File: config.mk
export PLATFORM = sky130hd
export DESIGN_NAME = alu64bit_arbiter
export DESIGN_NICKNAME = d
export VERILOG_FILES = /design/src/rtl/alu64bit_arbiter.sv
export SDC_FILE = /design/constraint.sdc
export NUM_CORES = 1
export LEC_CHECK = 0
export BUFFER_PORTS_ARGS = -buffer_cell sky130_fd_sc_hd__buf_2
export CORE_AREA = 2 2 232 234
export DETAILED_ROUTE_END_ITERATION = 10
export DIE_AREA = 0 0 234 236
export PLACE_DENSITY = 0.55
export SLEW_MARGIN = 40
export SYNTH_ARGS = -nofsm -noshare
export SYNTH_HDL_FRONTEND = slang
export SYNTH_SLANG_ARGS = --single-unit
export TNS_END_PERCENT = 1
File: constraint.sdc
create_clock -name clk -period 15.6 [get_ports clk]
set_clock_uncertainty 0.05 [all_clocks]
set_input_delay 2.34 -clock clk [delete_from_list [all_inputs] [get_ports clk]]
set_output_delay 2.34 -clock clk [all_outputs]
set_load 0.05 [all_outputs]
File: src/rtl/alu64bit_arbiter.sv
// alu64bit_arbiter: round-robin sequencer sharing one 64-bit ALU among NREQ requesters.
// Ports: clk, rst (async, active-high); req_valid/req_ready handshake with packed
//   req_a/req_b (64b each), req_cin, req_op (2b each); tagged response channel
//   rsp_valid/rsp_ready, rsp_id, rsp_s, rsp_cout; busy while an operation is in flight.

module alu64bit #(
  parameter int nand_tpd = 0,
  parameter int or_tpd   = 0,
  parameter int xnor_tpd = 0
) (
  input  logic [63:0] a,
  input  logic [63:0] b,
  input  logic        cin,
  input  logic [1:0]  op,
  output logic [63:0] s,
  output logic        cout
);
  // op: 00 xor, 01 add with carry, 10 and, 11 or.
  // Gate delays only shape the timing model; this datapath is zero-delay.
  logic [64:0] sum;

  assign sum = {1'b0, a} + {1'b0, b} + {64'd0, cin};

  always_comb begin
    s    = '0;
    cout = 1'b0;
    case (op)
      2'b00: s = a ^ b;
      2'b01: {cout, s} = sum;
      2'b10: s = a & b;
      2'b11: s = a | b;
    endcase
  end

  if (nand_tpd < 0 || or_tpd < 0 || xnor_tpd < 0) begin : g_bad_tpd
    $error("alu64bit: gate delays must be non-negative");
  end
endmodule

module alu64bit_arbiter #(
  parameter int NREQ     = 4,
  parameter int ALU_WAIT = 1,
  parameter int nand_tpd = 0,
  parameter int or_tpd   = 0,
  parameter int xnor_tpd = 0
) (
  input  logic                    clk,
  input  logic                    rst,
  input  logic [NREQ-1:0]         req_valid,
  output logic [NREQ-1:0]         req_ready,
  input  logic [NREQ*64-1:0]      req_a,
  input  logic [NREQ*64-1:0]      req_b,
  input  logic [NREQ-1:0]         req_cin,
  input  logic [NREQ*2-1:0]       req_op,
  output logic                    rsp_valid,
  input  logic                    rsp_ready,
  output logic [$clog2(NREQ)-1:0] rsp_id,
  output logic [63:0]             rsp_s,
  output logic                    rsp_cout,
  output logic                    busy
);
  localparam int IW = $clog2(NREQ);

  typedef enum logic [1:0] {
    IDLE = 2'd0,
    EXEC = 2'd1,
    RESP = 2'd2
  } state_t;

  state_t        state_q, state_d;
  logic [IW-1:0] rr_q, rr_d;
  logic [IW-1:0] id_q, id_d;
  logic [3:0]    cnt_q, cnt_d;
  logic [63:0]   a_q, a_d;
  logic [63:0]   b_q, b_d;
  logic          cin_q, cin_d;
  logic [1:0]    op_q, op_d;
  logic [63:0]   s_q, s_d;
  logic          cout_q, cout_d;

  logic [IW-1:0] gnt_idx;
  logic          gnt_found;
  logic [63:0]   alu_s;
  logic          alu_cout;

  // Search downward so the lowest offset from rr_q is the last match kept.
  always_comb begin
    int j;
    j         = 0;
    gnt_found = 1'b0;
    gnt_idx   = '0;
    for (int i = NREQ - 1; i >= 0; i--) begin
      j = int'(rr_q) + i;
      if (j >= NREQ) j = j - NREQ;
      if (req_valid[IW'(j)]) begin
        gnt_found = 1'b1;
        gnt_idx   = IW'(j);
      end
    end
  end

  always_ff @(posedge clk or posedge rst) begin
    if (rst) begin
      state_q <= IDLE;
      rr_q    <= '0;
      id_q    <= '0;
      cnt_q   <= '0;
      a_q     <= '0;
      b_q     <= '0;
      cin_q   <= 1'b0;
      op_q    <= '0;
      s_q     <= '0;
      cout_q  <= 1'b0;
    end else begin
      state_q <= state_d;
      rr_q    <= rr_d;
      id_q    <= id_d;
      cnt_q   <= cnt_d;
      a_q     <= a_d;
      b_q     <= b_d;
      cin_q   <= cin_d;
      op_q    <= op_d;
      s_q     <= s_d;
      cout_q  <= cout_d;
    end
  end

  always_comb begin
    state_d = state_q;
    rr_d    = rr_q;
    id_d    = id_q;
    cnt_d   = cnt_q;
    a_d     = a_q;
    b_d     = b_q;
    cin_d   = cin_q;
    op_d    = op_q;
    s_d     = s_q;
    cout_d  = cout_q;
    unique case (state_q)
      IDLE: begin
        if (gnt_found) begin
          a_d     = req_a[{gnt_idx, 6'd0} +: 64];
          b_d     = req_b[{gnt_idx, 6'd0} +: 64];
          cin_d   = req_cin[gnt_idx];
          op_d    = req_op[{gnt_idx, 1'b0} +: 2];
          id_d    = gnt_idx;
          rr_d    = (gnt_idx == IW'(NREQ - 1)) ? '0 : gnt_idx + 1'b1;
          cnt_d   = 4'(ALU_WAIT);
          state_d = EXEC;
        end
      end
      EXEC: begin
        if (cnt_q != 4'd0) begin
          cnt_d = cnt_q - 4'd1;
        end else begin
          s_d     = alu_s;
          cout_d  = alu_cout;
          state_d = RESP;
        end
      end
      RESP: begin
        if (rsp_ready) state_d = IDLE;
      end
      default: state_d = IDLE;
    endcase
  end

  // Grant is suppressed while rst is held so no ready is seen during reset.
  always_comb begin
    req_ready = '0;
    if (state_q == IDLE && gnt_found && !rst) req_ready[gnt_idx] = 1'b1;
    busy      = (state_q != IDLE);
    rsp_valid = (state_q == RESP);
  end

  assign rsp_id   = id_q;
  assign rsp_s    = s_q;
  assign rsp_cout = cout_q;

  alu64bit #(
    .nand_tpd (nand_tpd),
    .or_tpd   (or_tpd),
    .xnor_tpd (xnor_tpd)
  ) u_alu (
    .a    (a_q),
    .b    (b_q),
    .cin  (cin_q),
    .op   (op_q),
    .s    (alu_s),
    .cout (alu_cout)
  );

  if (NREQ < 2 || NREQ > 8) begin : g_bad_nreq
    $error("alu64bit_arbiter: NREQ must be 2..8");
  end
  if (ALU_WAIT < 0 || ALU_WAIT > 15) begin : g_bad_wait
    $error("alu64bit_arbiter: ALU_WAIT must be 0..15");
  end
endmodule

==> run metrics, run 1 <==
post-cts resize count=0; reg-to-reg critical path endpoint=rsp_s[62]; via count=just over 20000; antenna viol nets, final=0; crit path kind=primary input to output pin; min Tclk post-route=6.91 ns; clk_lat worst skew=about 0.55 ns; cts bufs inserted=27; Syn Inst Count=approximately 2600; routed wire length=between 60000 and 70000 µm; CTS tree=yes; Layout area overhead=23.5%; startpoint types=primary input; Overflow after GRT=0; Synth top area share=0.282; relative slew slack=0.463; clock sink count=206; port bufs=about 600; depth of the worst register-to-register path=13; final slew viol count=0; end point of the critical path=req_ready[0]; Pre-antenna DRT Iters=5; Hold Vio Cnt, Final=0; wire per inst=~18 µm; nature of the critical path endpoint=output pin; Post-Syn Area per Cell=6.93 µm²; CTS Root Cell=clkbuf_16; Async SR Flop Fraction=1.00; maximum VDD drop=~100 µV; row count=85; Max FO, Critical Path=163; Initial Util=0.344; status=finished clean; 1st-iter DRT viols=1348; fraction of layout cells with a size suffix above 1=0.233; core area=53100 µm²; post-DP HPWL=between 50000 and 60000 µm; cell mode on critical path=buf_2; Final setup violation count=0; cell area after synthesis=roughly 18000 µm²; initial antenna violation count=0; Synthesized Nets=3304; critical path required time=13.21 ns; htree depth=1; drt drc=0; Die ar.=roughly 55000 µm²; register area share after synthesis=0.282; P per Cell Area=240 nW/µm²; Hold Crit Class=flip-flop to flip-flop; Die Width=~230 µm; DR vias/cell=roughly 5.3; final period utilization=0.443; number of synthesized flops with an enable pin=0; Worst-Margin Slew=0.796 ns; MaxCap Viol Count=0; critical path data arrival time=between 4 and 5 ns; YS warnings=0; RR Startpoint=a_q[0]; Synth Register Bits=roughly 210; vias in the first global route=approximately 20000; crit path from=req_valid[0]; GRT Overall Usage=0.236; unrepaired setup endpoints after global routing=false; RD Place Congestion=~0.89; final net count=~3800; critical path cell sequence=buf_2 > a21oi_1 > o21a_1 > o22a_4 > clkinv_8 > ha_1 > and3_1 > buf_2; Largest stage delay, worst path=approximately 0.52 ns; setup_tns=0 ns; Crit-path slowest cell=clkinv_8; power after layout=between 5 and 6 mW; clock slew at reported path FFs=about 0.050 ns; Unique masters post-synth=85; Leak=roughly 11 nW; Max Fclk=0.145 GHz; Yosys top cell by area=dfrtp_1; Main synth FF type=dfrtp_1; R2R Setup Slk=between 10 and 15 ns; CTS Hold Bufs=0; most area-consuming cells after synthesis=dfrtp_1 28%, nand2_1 14%, nand3_1 11%; IO Pins=around 600; largest net degree at the start of global routing=about 160; postcts setup bufs=0; Chip Height=between 200 and 250 µm; diode count=0; first-pass GRT wire length=about 110000 µm; Max Buffers Root-to-Sink=3
==> cell usage in the layout, fill, tap and decap left out, types with 14 or more instances in the layout <==
cell / n
inv_1: 161
o31ai_1: 20
buf_2: 603
dfrtp_1: 204
a21oi_1: 119
buf_4: 15
nand3_1: 412
clkbuf_16: 27
mux2i_1: 37
nor2_1: 96
o21ai_0: 214
nand4_1: 20
nor2b_1: 21
ha_1: 134
a21o_1: 25
nor3_1: 20
nand2_1: 696
o21a_1: 14
==> stage by stage <==
| stage | area [µm²] | utilization | hold WS (ns) | setup WS (ns) | instances |
|---|---|---|---|---|---|
| after global placement | 21700 | 0.408 | 0.407 | 8.82 | 3765 |
| after global routing | 22500 | 0.425 | 0.444 | 8.49 | 3814 |
| final | 22500 | 0.425 | 0.421 | 8.69 | 3814 |
| after detailed placement | 21700 | 0.409 | 0.409 | 8.78 | 3766 |
| after floorplan | 18300 | - | 0.412 | 5.63 | 2637 |
| after CTS | 22500 | 0.424 | 0.426 | 8.78 | 3814 |
==> registers in the layout, summed over array words and instances, names as in the netlist <==
register / flops
a_q: 64
b_q: 64
cin_q: 1
rsp_s: 64
op_q: 2
rsp_cout: 1
state_q: 2
rsp_id: 2
cnt_q: 4
rr_q: 2
==> layer usage <==
metal,vias up,GRT usage,share of wire
met5,-,0,0
li1,9959,-,-
met3,68,0.0371,0.059
met2,629,0.401,0.48
met1,9528,0.317,0.45
met4,0,0.0441,0.016
==> critical path: cells and delay by family <==
family / cells / cell delay [ns]
buffers and inverters: 3 / 0.85
AND/OR/NAND/NOR: 1 / 0.15
AO/OA/AOI/OAI: 3 / 0.71
adder cells (fa/ha/maj): 1 / 0.42
==> how the worst min path moves through the flow <==
stage,from,endpoint,slack (ns),depth (start not counted)
final,rsp_s[55],rsp_s[55],0.42,2
after global routing,rsp_s[13],rsp_s[13],0.44,2
after detailed placement,rsp_s[30],rsp_s[30],0.41,2
after global placement,rsp_s[31],rsp_s[31],0.41,2
after floorplan,cnt_q[0],cnt_q[0],0.41,1
after CTS,rsp_s[4],rsp_s[4],0.43,2
==> cells in the mapped netlist (all sizes together) (3+ instances only) <==
cell,count
nand2,698
and3,12
clkbuf,167
o21a,14
mux4,12
a31o,4
a221oi,7
o311ai,14
o211ai,7
o21bai,12
mux2i,37
a211oi,11
o22ai,10
a31oi,13
o32ai,5
a21o,25
nand4,20
ha,134
nor3,20
a22o,4
or2,4
o31ai,22
a21boi,3
a21oi,122
nor4,4
buf,26
o311a,4
nand2b,9
o221ai,6
and2,6
a22oi,8
a2111oi,4
mux2,9
nor2,100
nor3b,10
nand3,412
xnor2,3
o22a,4
o21ai,228
dfrtp,206
inv,165
nor2b,21
or3,5
==> where the power goes <==
| part | switching, mW | internal, mW | total [mW] |
|---|---|---|---|
| clock | 0.242 | 0.354 | 0.596 |
| sequential | 0.190 | 0.809 | 0.999 |
| combinational | 2.56 | 1.26 | 3.81 |
| total | 2.99 | 2.42 | 5.41 |
==> final cells by class <==
type	count	area, µm²
repair buffers	626	3230
well taps	696	871
flip-flops and latches	206	5160
fillers	5549	30500
clock buffers	41	768
clock inverters	7	68.8
inverters	166	647
multi-input cells	2072	11800
==> kinds of logic after synthesis <==
logic type,synth area share
adders and majority gates,0.0940
muxes,0.0406
and+or+nand+nor,0.319
DFF,0.282
buffers and inverters,0.0746
AOI/OAI and AO/OA,0.187
xor gates and xnor gates,0.00240
Note: power is estimated with default switching activity, not from simulation.
==> run 2, diff against run 1 <==
Clock period 15.6 ns to 7 ns, I/O delays scaled along.
==> run 2 against run 1 <==
Against the previous run:
- wire length is 1.3% lower
- highest routed layer is now met5
- largest power group unchanged
- sequential power is 120% higher
- design area hardly changed
- clock power is 120% higher
- via count is 0.75% higher
- first-iteration DRC count is 7.9% lower
- critical path type unchanged
- count of clock-buffer cells in the layout is 5 lower
- critical path depth stayed put
- register-to-register slack worse by 8.6 ns
- flip-flop and latch count stayed put
==> run metrics, run 2 (synthesis gave the netlist of run 1 again) <==
most frequent cells in the layout=696 x nand2_1, 603 x buf_2, 412 x nand3_1; unrepaired setup endpoints after global routing=false; CP top delay family=buffers and inverters; CTS Hold Bufs=0 (unchanged); routed wire length=66800 µm (-1.3%); min Tclk post-route=between 4 and 5 ns; CTS tree=yes; status=finished clean; clock slew at reported path FFs=0.06 ns (about the same); antenna viol nets, final=0 (unchanged); IO Pins=604 (unchanged); largest net degree at the start of global routing=118 (-28%); power after layout=12.1 mW (+120%); Crit-path slowest cell=buf_4; initial antenna violation count=2 (+2); dpl cell area=21700 µm² (about the same); Largest stage delay, worst path=0.67 ns (+0.15 ns); nature of the critical path endpoint=output pin; Max Buffers Root-to-Sink=3 (unchanged); post-DP HPWL=50600 µm (-1.6%); Final Core Density=0.425 (about the same); R2R Setup Slk=2.79 ns (-8.55 ns); htree depth=1 (unchanged); worst setup margin=2.35 ns (-6.34 ns); port bufs=603 (unchanged); clk_lat worst skew=0.55 ns (about the same); final period utilization=0.664; Hold Crit Class=flip-flop to flip-flop; Leak=11.4 nW (about the same); first-pass GRT wire length=104000 µm (-1.3%); setup_tns=0 ns (unchanged); MaxCap Viol Count=0 (unchanged); wire per inst=17.5 µm (-1.2%); via count=20336 (+0.75%); vias in the first global route=19401 (-1.7%); post-cts resize count=0 (unchanged); fin area=22500 µm² (about the same); critical path required time=5.90 ns (-7.31 ns); placed cells=3764 (-0.053%); Pre-antenna DRT Iters=5 (unchanged); Layout area overhead=23.4% (about the same); startpoint types=primary input; non-filler cells, final=3812 (-0.052%); RD Place Congestion=0.882 (-0.54%); fraction of layout cells with a size suffix above 1=0.233 (+0.000545); cts bufs inserted=26 (-3.7%); 1st-iter DRT viols=1241 (-7.9%); Final setup violation count=0 (unchanged); Max Fclk=between 0.2 and 0.25 GHz; GRT Overall Usage=0.234 (-0.00225); Hold WS=0.420 ns (-0.00110 ns); Chip Height=236 µm (unchanged); Max FO, Critical Path=71 (-56%); maximum VDD drop=227 µV (+120%); Worst-Margin Slew=0.845 ns (+0.0497 ns); Die ar.=55200 µm² (unchanged); DR vias/cell=5.33 (+0.81%); Die Width=234 µm (unchanged); CTS Root Cell=clkbuf_16; P per Cell Area=536 nW/µm² (+120%); final slew viol count=0 (unchanged); core area=53100 µm² (unchanged); Initial Util=0.344 (unchanged); Overflow after GRT=0 (unchanged); critical path cell sequence=buf_2 > a21boi_0 > o221ai_4 > buf_4 > buf_4 > ha_1 > and3_1 > buf_2; crit path buf inv count=4 (+1); most common cell after layout, fill and taps aside=nand2_1; row count=85 (unchanged); pre-CTS WS=2.34 ns (-6.44 ns); crit path kind=primary input to output pin; critical path data arrival time=3.55 ns (-0.97 ns); final net count=3763 (-0.080%); fillers=5582 (+0.59%); drt drc=0 (unchanged); Hold Vio Cnt, Final=0 (unchanged); relative slew slack=0.436 (-0.0264); clock sink count=206 (unchanged); postcts setup bufs=0 (unchanged)
-- run 2: layout make-up --
class	count	area, µm²	share of cell area
well taps	696	871	0.0386
flip-flops and latches	206	5160	0.229
diodes	1	2.50	0.000111
clock inverters	11	92.6	0.00411
repair buffers	624	3240	0.144
inverters	166	638	0.0283
clock buffers	36	739	0.0328
multi-input cells	2072	11800	0.523
-- run 2: path summary, 6_finish.rpt --
| check | startpoint | to | cells after the start |
|---|---|---|---|
| worst min-delay path | rsp_s[6] | rsp_s[6] | 1 |
| worst max register to register | a_q[0] | rsp_s[62] | 13 |
| max in group asynchronous | rst | a_q[23] | 4 |
| worst max-delay path | req_valid[1] | req_ready[0] | 8 |
| worst min register to register | rsp_s[6] | rsp_s[6] | 1 |
| min in group asynchronous | rst | a_q[57] | 2 |
-- run 2: worst register-to-register path, delay by kind of cell (launching register included) --
family,cells,cell delay [ns]
AOI/OAI and AO/OA,7,1.93
adders and majority gates,2,0.92
and+or+nand+nor,3,0.55
DFF,1,0.41
muxes,1,0.22
-- run 2: per-layer routing --
metal / up-vias / part of all wire / global-route usage
met1: 9604 / 0.44 / 0.317
li1: 9959 / - / -
met5: - / 0.00019 / 0
met4: 2 / 0.023 / 0.0579
met2: 681 / 0.47 / 0.390
met3: 90 / 0.065 / 0.0328
-- run 2: report_power, final --
part / leakage, nW / internal [mW] / switching [mW]
Combinational: 8.44 / 2.82 / 5.72
Clock: 0.408 / 0.775 / 0.547
Sequential: 2.52 / 1.80 / 0.405
==> run 3, diff against run 2 <==
Clock period 7 ns to 4.67 ns, I/O delays scaled along.
==> run 3 against run 2 <==
Against the previous run:
- clock power increased by 61%
- die area unchanged
- power grew 51%
- largest power group unchanged
==> run metrics, run 3 (synthesis gave the netlist of run 1 again) <==
status=finished clean; wire per inst=17.9 µm (+1.9%); Final Core Density=0.426 (+0.00111); CTS Hold Bufs=0 (unchanged); DR vias/cell=5.34 (+0.13%); via count=20374 (+0.19%); clock sink count=206 (unchanged); cts bufs inserted=27 (+3.8%); power share of the sequential group=0.183 (about the same); Max Buffers Root-to-Sink=3 (unchanged); MaxCap Viol Count=0 (unchanged); drt drc=0 (unchanged); startpoint types=flip-flop; routed wire length=68100 µm (+1.9%); CTS Root Cell=clkbuf_16; Final setup violation count=0 (unchanged); postcts setup bufs=0 (unchanged); port bufs=603 (unchanged); Overflow after GRT=0 (unchanged); final period utilization=0.869; Initial Util=0.344 (unchanged); clk_lat worst skew=0.56 ns (about the same); clock share of power=0.117 (+0.008); vias in the first global route=19533 (+0.68%); critical path required time=5.05 ns (-0.85 ns); Switch Pwr=10.1 mW (+51%); maximum VDD drop=338 µV (+49%); power after layout=18.3 mW (+51%); unrepaired setup endpoints after global routing=false; P per Cell Area=809 nW/µm² (+51%); Pre-antenna DRT Iters=5 (unchanged); fillers=5607 (+0.45%); Max Fclk=around 0.25 GHz; row count=85 (unchanged); first-pass GRT wire length=106000 µm (+1.6%); Hold Vio Cnt, Final=0 (unchanged); Chip Height=236 µm (unchanged); most common cell after layout, fill and taps aside=nand2_1; 1st-iter DRT viols=1331 (+7.3%); fraction of layout cells with a size suffix above 1=0.234 (about the same); final slew viol count=0 (unchanged); Leak=11.4 nW (+0.20%); clock slew at reported path FFs=0.06 ns (about the same); IO Pins=604 (unchanged); initial antenna violation count=1 (-1); most frequent cells in the layout=697 x nand2_1, 603 x buf_2, 412 x nand3_1; min Tclk post-route=just over 4 ns; largest net degree at the start of global routing=141 (+19%); post-DP HPWL=51600 µm (+2.0%); RD Place Congestion=0.887 (+0.53%); P_int=8.20 mW (+52%); CTS tree=yes; GRT Overall Usage=0.239 (+0.00479); Hold Crit Class=primary input to async pin; Layout area overhead=23.8%; Die Width=234 µm (unchanged); htree depth=1 (unchanged); nature of the critical path endpoint=flip-flop; Register Area=5160 µm² (unchanged); post-cts resize count=0 (unchanged); setup_tns=0 ns (unchanged); Comb pwr share=0.700 (-0.008); final net count=3765 (+0.053%); Max FO, Critical Path=5 (-93%); crit path kind=flip-flop to flip-flop; Worst-Margin Slew=0.874 ns (+0.0284 ns); Hold WS=0.148 ns (-0.272 ns); critical path data arrival time=4.43 ns (+0.88 ns); Sw Share=0.551 (-0.00142); multi-input logic area=11800 µm² (about the same); relative slew slack=0.416 (-0.0204); Die ar.=55200 µm² (unchanged); core area=53100 µm² (unchanged); antenna viol nets, final=0 (unchanged)
run 3: area by class of cell:
type / instances / area share
Clock inverter: 12 / 0.00637
Antenna cell: 1 / 0.000111
Tap cell: 696 / 0.0385
Timing Repair Buffer: 625 / 0.143
Inverter: 166 / 0.0282
Clock buffer: 36 / 0.0327
Multi-Input combinational cell: 2072 / 0.522
Sequential cell: 206 / 0.228
run 3: worst max-delay path, cell delays in order, from the launching register on:
cell	delay, ns
dfrtp_1	0.41
fa_1	0.47
fa_1	0.44
a211oi_2	0.26
o21ai_2	0.12
o21bai_1	0.30
and4b_1	0.34
nor2_4	0.08
a31oi_2	0.21
o21ai_1	0.19
a221o_1	0.43
a311oi_2	0.34
mux2i_1	0.24
nand2_1	0.06
run 3: worst paths after layout:
kind / from / endpoint / slack [ns] / cells past startpoint
max in group asynchronous: rst / a_q[2] / 2.90 / 4
min in group clk: rsp_ready / state_q[1] / 0.29 / 2
hold / removal: rst / cnt_q[0] / 0.15 / 2
setup reg to reg: a_q[0] / rsp_s[62] / 0.61 / 13
hold reg to reg: rsp_s[14] / rsp_s[14] / 0.42 / 2
setup / recovery: a_q[0] / rsp_s[62] / 0.61 / 13
run 3: metal layers:
| metal | vias up | global-route usage | part of all wire |
|---|---|---|---|
| li1 | 9964 | - | - |
| met1 | 9671 | 0.320 | 0.44 |
| met2 | 649 | 0.404 | 0.47 |
| met3 | 90 | 0.0319 | 0.061 |
| met4 | 0 | 0.0562 | 0.024 |
| met5 | - | 0 | 0 |
run 3: power by group through the flow:
stage / logic, mW / registers, mW / clock network [mW]
after global placement: 12.6 / 3.32 / 0
after global routing: 14.3 / 3.48 / 2.26
after CTS: 12.8 / 3.35 / 2.17
after detailed placement: 12.7 / 3.38 / 0
after floorplan: 8.52 / 4.05 / 0
final: 12.8 / 3.35 / 2.13
run 3: per-stage QoR:
stage / instance area (µm²) / instances / setup WS, ns
after detailed placement: 21700 / 3765 / 0.637
final: 22600 / 3814 / 0.614
after global placement: 21700 / 3765 / 0.646
after floorplan: 18300 / 2637 / -0.528
after CTS: 22600 / 3813 / 0.614
after global routing: 22600 / 3814 / 0.401
